$ cat src/rtl/bcd_pkg.sv
`default_nettype none
// +----------------------------------------------------------------------+
// | bcd_pkg: shared constants, FSM state type and sizing helper for the   |
// | sequential binary-to-BCD converter.              Rev 1.0             |
// +----------------------------------------------------------------------+
package bcd_pkg;

  localparam int BCD_W = 4;

  typedef enum logic [1:0] {
    ST_IDLE  = 2'd0,
    ST_SHIFT = 2'd1,
    ST_DONE  = 2'd2
  } state_e;

  // Decimal digits needed for 2^width-1, i.e. ceil(width*log10(2)); 2^w is never a power of ten.
  function automatic int min_digits(input int width);
    int d;
    d = (width * 30103 + 99999) / 100000;
    if (d < 1) d = 1;
    return d;
  endfunction

endpackage
`default_nettype wire

$ cat src/rtl/bcd_digit_adj.sv
`default_nettype none
// +----------------------------------------------------------------------+
// | bcd_digit_adj: one double-dabble correction step, +3 when digit >= 5. |
// | Rev 1.0                                                               |
// +----------------------------------------------------------------------+
module bcd_digit_adj
  import bcd_pkg::*;
(
  input  logic [BCD_W-1:0] digit_in,
  output logic [BCD_W-1:0] digit_out
);

  always_comb begin
    digit_out = digit_in;
    if (digit_in >= 4'd5) digit_out = digit_in + 4'd3;
  end

endmodule
`default_nettype wire

$ cat src/rtl/bin_to_bcd_seq.sv
`default_nettype none
// +----------------------------------------------------------------------+
// | bin_to_bcd_seq: iterative shift-and-add-3 binary-to-BCD converter     |
// | with start/busy/done handshake and optional two's-complement input.   |
// | Rev 1.0                                                               |
// +----------------------------------------------------------------------+
module bin_to_bcd_seq
  import bcd_pkg::*;
#(
  parameter int IN_W   = 8,
  parameter int DIGITS = 3
) (
  input  logic                      clk,
  input  logic                      rst,
  input  logic                      start,
  input  logic [IN_W-1:0]           bin_in,
  input  logic                      signed_mode,
  output logic                      busy,
  output logic                      done,
  output logic [BCD_W*DIGITS-1:0]   bcd_out,
  output logic                      neg_out
);

  localparam int SCR_W = BCD_W * DIGITS;
  localparam int CNT_W = $clog2(IN_W + 1);
  localparam logic [CNT_W-1:0] LAST_ITER = CNT_W'(IN_W - 1);

  generate
    if (IN_W < 2 || DIGITS < min_digits(IN_W)) begin : g_param_bad
      $fatal(1, "bin_to_bcd_seq: IN_W must be >= 2 and DIGITS large enough for 2^IN_W-1");
    end
  endgenerate

  state_e             state_q, state_d;
  logic [CNT_W-1:0]   cnt_q, cnt_d;
  logic [IN_W-1:0]    mag_q, mag_d;
  logic [SCR_W-1:0]   scr_q, scr_d;
  logic [SCR_W-1:0]   scr_adj;
  logic [SCR_W-1:0]   bcd_q, bcd_d;
  logic               neg_q, neg_d;
  logic               neg_out_q, neg_out_d;
  logic               busy_q, busy_d;
  logic               done_q, done_d;
  logic               take_neg;
  logic [IN_W-1:0]    mag_in;

  genvar gi;
  generate
    for (gi = 0; gi < DIGITS; gi++) begin : g_digit_adj
      bcd_digit_adj u_adj (
        .digit_in  (scr_q[gi*BCD_W +: BCD_W]),
        .digit_out (scr_adj[gi*BCD_W +: BCD_W])
      );
    end
  endgenerate

  always_comb begin
    // Negation modulo 2^IN_W yields 2^(IN_W-1) for the most-negative operand, which fits unsigned.
    take_neg  = signed_mode & bin_in[IN_W-1];
    mag_in    = take_neg ? (~bin_in + 1'b1) : bin_in;

    state_d   = state_q;
    cnt_d     = cnt_q;
    mag_d     = mag_q;
    scr_d     = scr_q;
    neg_d     = neg_q;
    bcd_d     = bcd_q;
    neg_out_d = neg_out_q;

    case (state_q)
      ST_SHIFT: begin
        {scr_d, mag_d} = {scr_adj, mag_q} << 1;
        cnt_d = cnt_q + 1'b1;
        if (cnt_q == LAST_ITER) begin
          state_d   = ST_DONE;
          bcd_d     = scr_d;
          neg_out_d = neg_q;
        end
      end
      default: begin
        if (start) begin
          state_d = ST_SHIFT;
          mag_d   = mag_in;
          neg_d   = take_neg;
          scr_d   = '0;
          cnt_d   = '0;
        end else begin
          state_d = ST_IDLE;
        end
      end
    endcase

    busy_d = (state_d == ST_SHIFT);
    done_d = (state_d == ST_DONE);
  end

  always_ff @(posedge clk) begin
    if (rst) begin
      state_q   <= ST_IDLE;
      cnt_q     <= '0;
      mag_q     <= '0;
      scr_q     <= '0;
      neg_q     <= 1'b0;
      bcd_q     <= '0;
      neg_out_q <= 1'b0;
      busy_q    <= 1'b0;
      done_q    <= 1'b0;
    end else begin
      state_q   <= state_d;
      cnt_q     <= cnt_d;
      mag_q     <= mag_d;
      scr_q     <= scr_d;
      neg_q     <= neg_d;
      bcd_q     <= bcd_d;
      neg_out_q <= neg_out_d;
      busy_q    <= busy_d;
      done_q    <= done_d;
    end
  end

  assign busy    = busy_q;
  assign done    = done_q;
  assign bcd_out = bcd_q;
  assign neg_out = neg_out_q;

endmodule
`default_nettype wire

$ cat config.mk
export PLATFORM = sky130hd
export DESIGN_NAME = bin_to_bcd_seq
export DESIGN_NICKNAME = d
export VERILOG_FILES = /design/src/rtl/bcd_pkg.sv /design/src/rtl/bcd_digit_adj.sv /design/src/rtl/bin_to_bcd_seq.sv
export SDC_FILE = /design/constraint.sdc
export NUM_CORES = 1
export LEC_CHECK = 0
export ABC_AREA = 1
export CAP_MARGIN = 20
export CELL_PAD_IN_SITES_DETAIL_PLACEMENT = 1
export CELL_PAD_IN_SITES_GLOBAL_PLACEMENT = 1
export CORE_MARGIN = 2
export CORE_UTILIZATION = 39
export CTS_CLUSTER_DIAMETER = 200
export DETAILED_ROUTE_END_ITERATION = 8
export HOLD_SLACK_MARGIN = 0.1
export PLACE_DENSITY = 0.84
export SLEW_MARGIN = 20
export SYNTH_ARGS = -nofsm -noshare
export SYNTH_HDL_FRONTEND = slang
export SYNTH_SLANG_ARGS = --single-unit
$ cat constraint.sdc
create_clock -name clk -period 1.65 [get_ports clk]
set_clock_uncertainty 0.1 [all_clocks]
set_input_delay 0.33 -clock clk [delete_from_list [all_inputs] [get_ports clk]]
set_output_delay 0.33 -clock clk [all_outputs]
set_load 0.03 [all_outputs]
==> impl_metrics.tcl <==
set metrics [dict create \
    ys_types 27 \
    cpPeakStageDelay_ns 0.40 \
    path_cells "inv_1, ha_1, inv_1, o21ai_2, o21ai_0, nand2_1, a21oi_1" \
    synth_top_family_by_area "simple AND/OR/NAND/NOR gates" \
    die-area_um2 5730 \
    netlist_area_um2 2000 \
    grtUsageTotal 0.193 \
    grt_pass1_vias 1917 \
    drive_gt1_frac 0.112 \
    cap_violations 0 \
    synth_top_cell_by_area "dfxtp_1" \
    routed_wl_mm 5.07 \
    syn_area_per_cell_um2 7.21 \
    yosys-mux-area-fraction 0 \
    max_freq_ghz 0.653 \
    setup_violations 0 \
    worst_path_most_repeated_cell "inv_1" \
    worst_pin_slew_ns 0.326 \
    cts-buffers-inserted 5 \
    peakVddDrop_v 0.000328 \
    vias_per_cell 4.99 \
    cts.htree.levels 2 \
    design.core.area_um2 5040 \
    fp.dieH_um 75.7 \
    vias 1952 \
    num_antenna_cells 0 \
    die_w_um 75.7 \
    crit_family "compound AO/OA/AOI/OAI gates" \
    synth_top_area_frac 0.420 \
    instances_no_fill 391 \
    cp-end-kind "flip-flop" \
    overflow 0 \
    fill_cells 660 \
    synthToLayoutAreaGrowth_pct 24.9 \
    cts_tree "built" \
    yosysWarningCount 0 \
    power.density_nw_per_um2 782 \
    critPathBufInv 2 \
    fin_crit_sh 0.928 \
    slew_violations 0 \
    yosys-top-cells-area "dfxtp_1 42%, nand2_1 14%, nand3_1 8.2%" \
    port_buffers 26 \
    drcViolationCount 0 \
    status "finished clean" \
    synthCells 278 \
    worst_ep_required_time_ns 1.79 \
    finish.net_count 340 \
    rsz0062_at_grt "no" \
    fin_hold_ws_ns 0.350 \
    min_path_type "flip-flop to flip-flop" \
    synth.net_count 298 \
    wl_per_cell_um 13.0 \
    cp-start-kind "flip-flop" \
    place.gp.congestion 0.785 \
    hold_violations 0 \
    grt_pass1_wl_mm 8.49 \
    crit_path_top_delay_cell "dfxtp_1" \
    cts_sinks 42 \
    critPathKind "flip-flop to flip-flop" \
    drt_iter0_markers 89 \
    clockRootBuffer "clkbuf_8" \
    slew_headroom 0.782 \
    yosys.area_share.xor_xnor 0 \
    clock_path_buffers 2 \
    dp_hpwl_mm 3.65 \
    finalCriticalPeriod_ns 1.53 \
    clk_pin_slew_ns 0.09 \
    dp_cells 382 \
    yosysSeqAreaShare 0.420 \
    yosys.area_share.simple 0.291 \
    std_cell_rows 26 \
    drtPass1Iterations 4 \
    synth_compound_area_frac 0.139 \
    p_leak_nw 1.10 \
    start_util 0.397 \
    antenna_found_initial 0 \
    cp_max_fo 4 \
    clock_latency_ns 0.30 \
    grt_max_degree 19 \
    arrival_ns 1.67 \
    ys_seq_elements 42 \
    drtAntennaViolNets 0 \
    synth_fa_ha_area_frac 0.0500 \
    io_pins 27 \
]
-- what timing repair did --
item / in CTS / in global routing
hold endpoints to repair: 0 / 0
hold buffers: 0 / 0
endpoints found under the setup margin: 17 / 19
resized for setup: 16 / 4
buffers inserted: 0 / 1
pin swaps: 0 / 1
-- stage by stage --
stage               power (W)  worst slack (ns)  area [µm²]   util  setup TNS (ns)
CTS                   0.00197           0.00523        2490  0.493               0
detailed placement    0.00127           -0.0560        2410  0.478          -0.115
global route          0.00205            0.0121        2500  0.496               0
global placement      0.00126           0.00534        2410  0.478               0
floorplan             0.00118             0.248        2000      -               0
finish                0.00195             0.119        2500  0.496               0
-- cells by family after synthesis --
family,Yosys count
AOI/OAI and AO/OA,51
DFF,42
and+or+nand+nor,131
adders and majority gates,8
buffers and inverters,46
-- sequential cells by signal, summed over array words and instances (netlist names) --
| signal | count |
|---|---|
| bcd_out | 12 |
| scr_q | 12 |
| mag_q | 8 |
| cnt_q | 4 |
| state_q | 2 |
| busy | 1 |
| done | 1 |
| neg_out | 1 |
| neg_q | 1 |
-- cell type report --
| cell class | instances | area (µm²) | share of cell area |
|---|---|---|---|
| Multi-Input combinational cell | 190 | 970 | 0.388 |
| Clock buffer | 6 | 82.6 | 0.0330 |
| Inverter | 39 | 146 | 0.0585 |
| Clock inverter | 2 | 12.5 | 0.00500 |
| Sequential cell | 42 | 841 | 0.336 |
| Timing Repair Buffer | 42 | 362 | 0.145 |
| Tap cell | 70 | 87.6 | 0.0350 |
-- worst min-delay path, cell delays in order, from the launching register on --
cell	delay [ns]
dfxtp_1	0.31
nand2_1	0.06
nand2_1	0.04
-- cells in the mapped netlist (all sizes together) --
master and count:
nand2 79, dfxtp 42, inv 38, nand3 33, a21oi 21, o21ai 17
nor2 12, ha 8, o22ai 6, buf 5, nand4 4, nor3 3
a21o 2, a31oi 2, clkbuf 2, a31o 1, clkinv 1, o211ai 1
o21bai 1
-- cell usage in the layout (no fill, tap or decap), drive strengths merged, types with 8 or more instances in the layout --
cell type	count
inv	38
nand3	33
buf	16
nor2	12
dlygate4sd2	15
nand2	79
clkdlybuf4s50	11
o21ai	17
ha	8
a21oi	21
dfxtp	42
-- metal layers --
layer	share of wire	wire, µm	global-route usage	up-vias
li1	-	-	-	989
met1	0.45	2310	0.230	922
met2	0.50	2540	0.346	34
met3	0.030	150	0.0370	7
met4	0.014	71	0.0663	0
met5	0	0	0	-
-- where the power goes --
part	switching [W]	leakage, nW	internal (W)	total, W
logic	0.000118	0.714	0.0000845	0.000203
clock network	0.000371	0.0472	0.000337	0.000707
registers	0.0000101	0.341	0.00103	0.00104
-- worst paths after layout --
check	cells past startpoint	slack (ns)	to	from
min	2	0.35	bcd_out[9]	bcd_out[9]
min reg2reg	2	0.35	bcd_out[9]	bcd_out[9]
max	7	0.12	scr_q[4]	scr_q[0]
max reg2reg	7	0.12	scr_q[4]	scr_q[0]
Note: power is estimated with default switching activity, not from simulation.
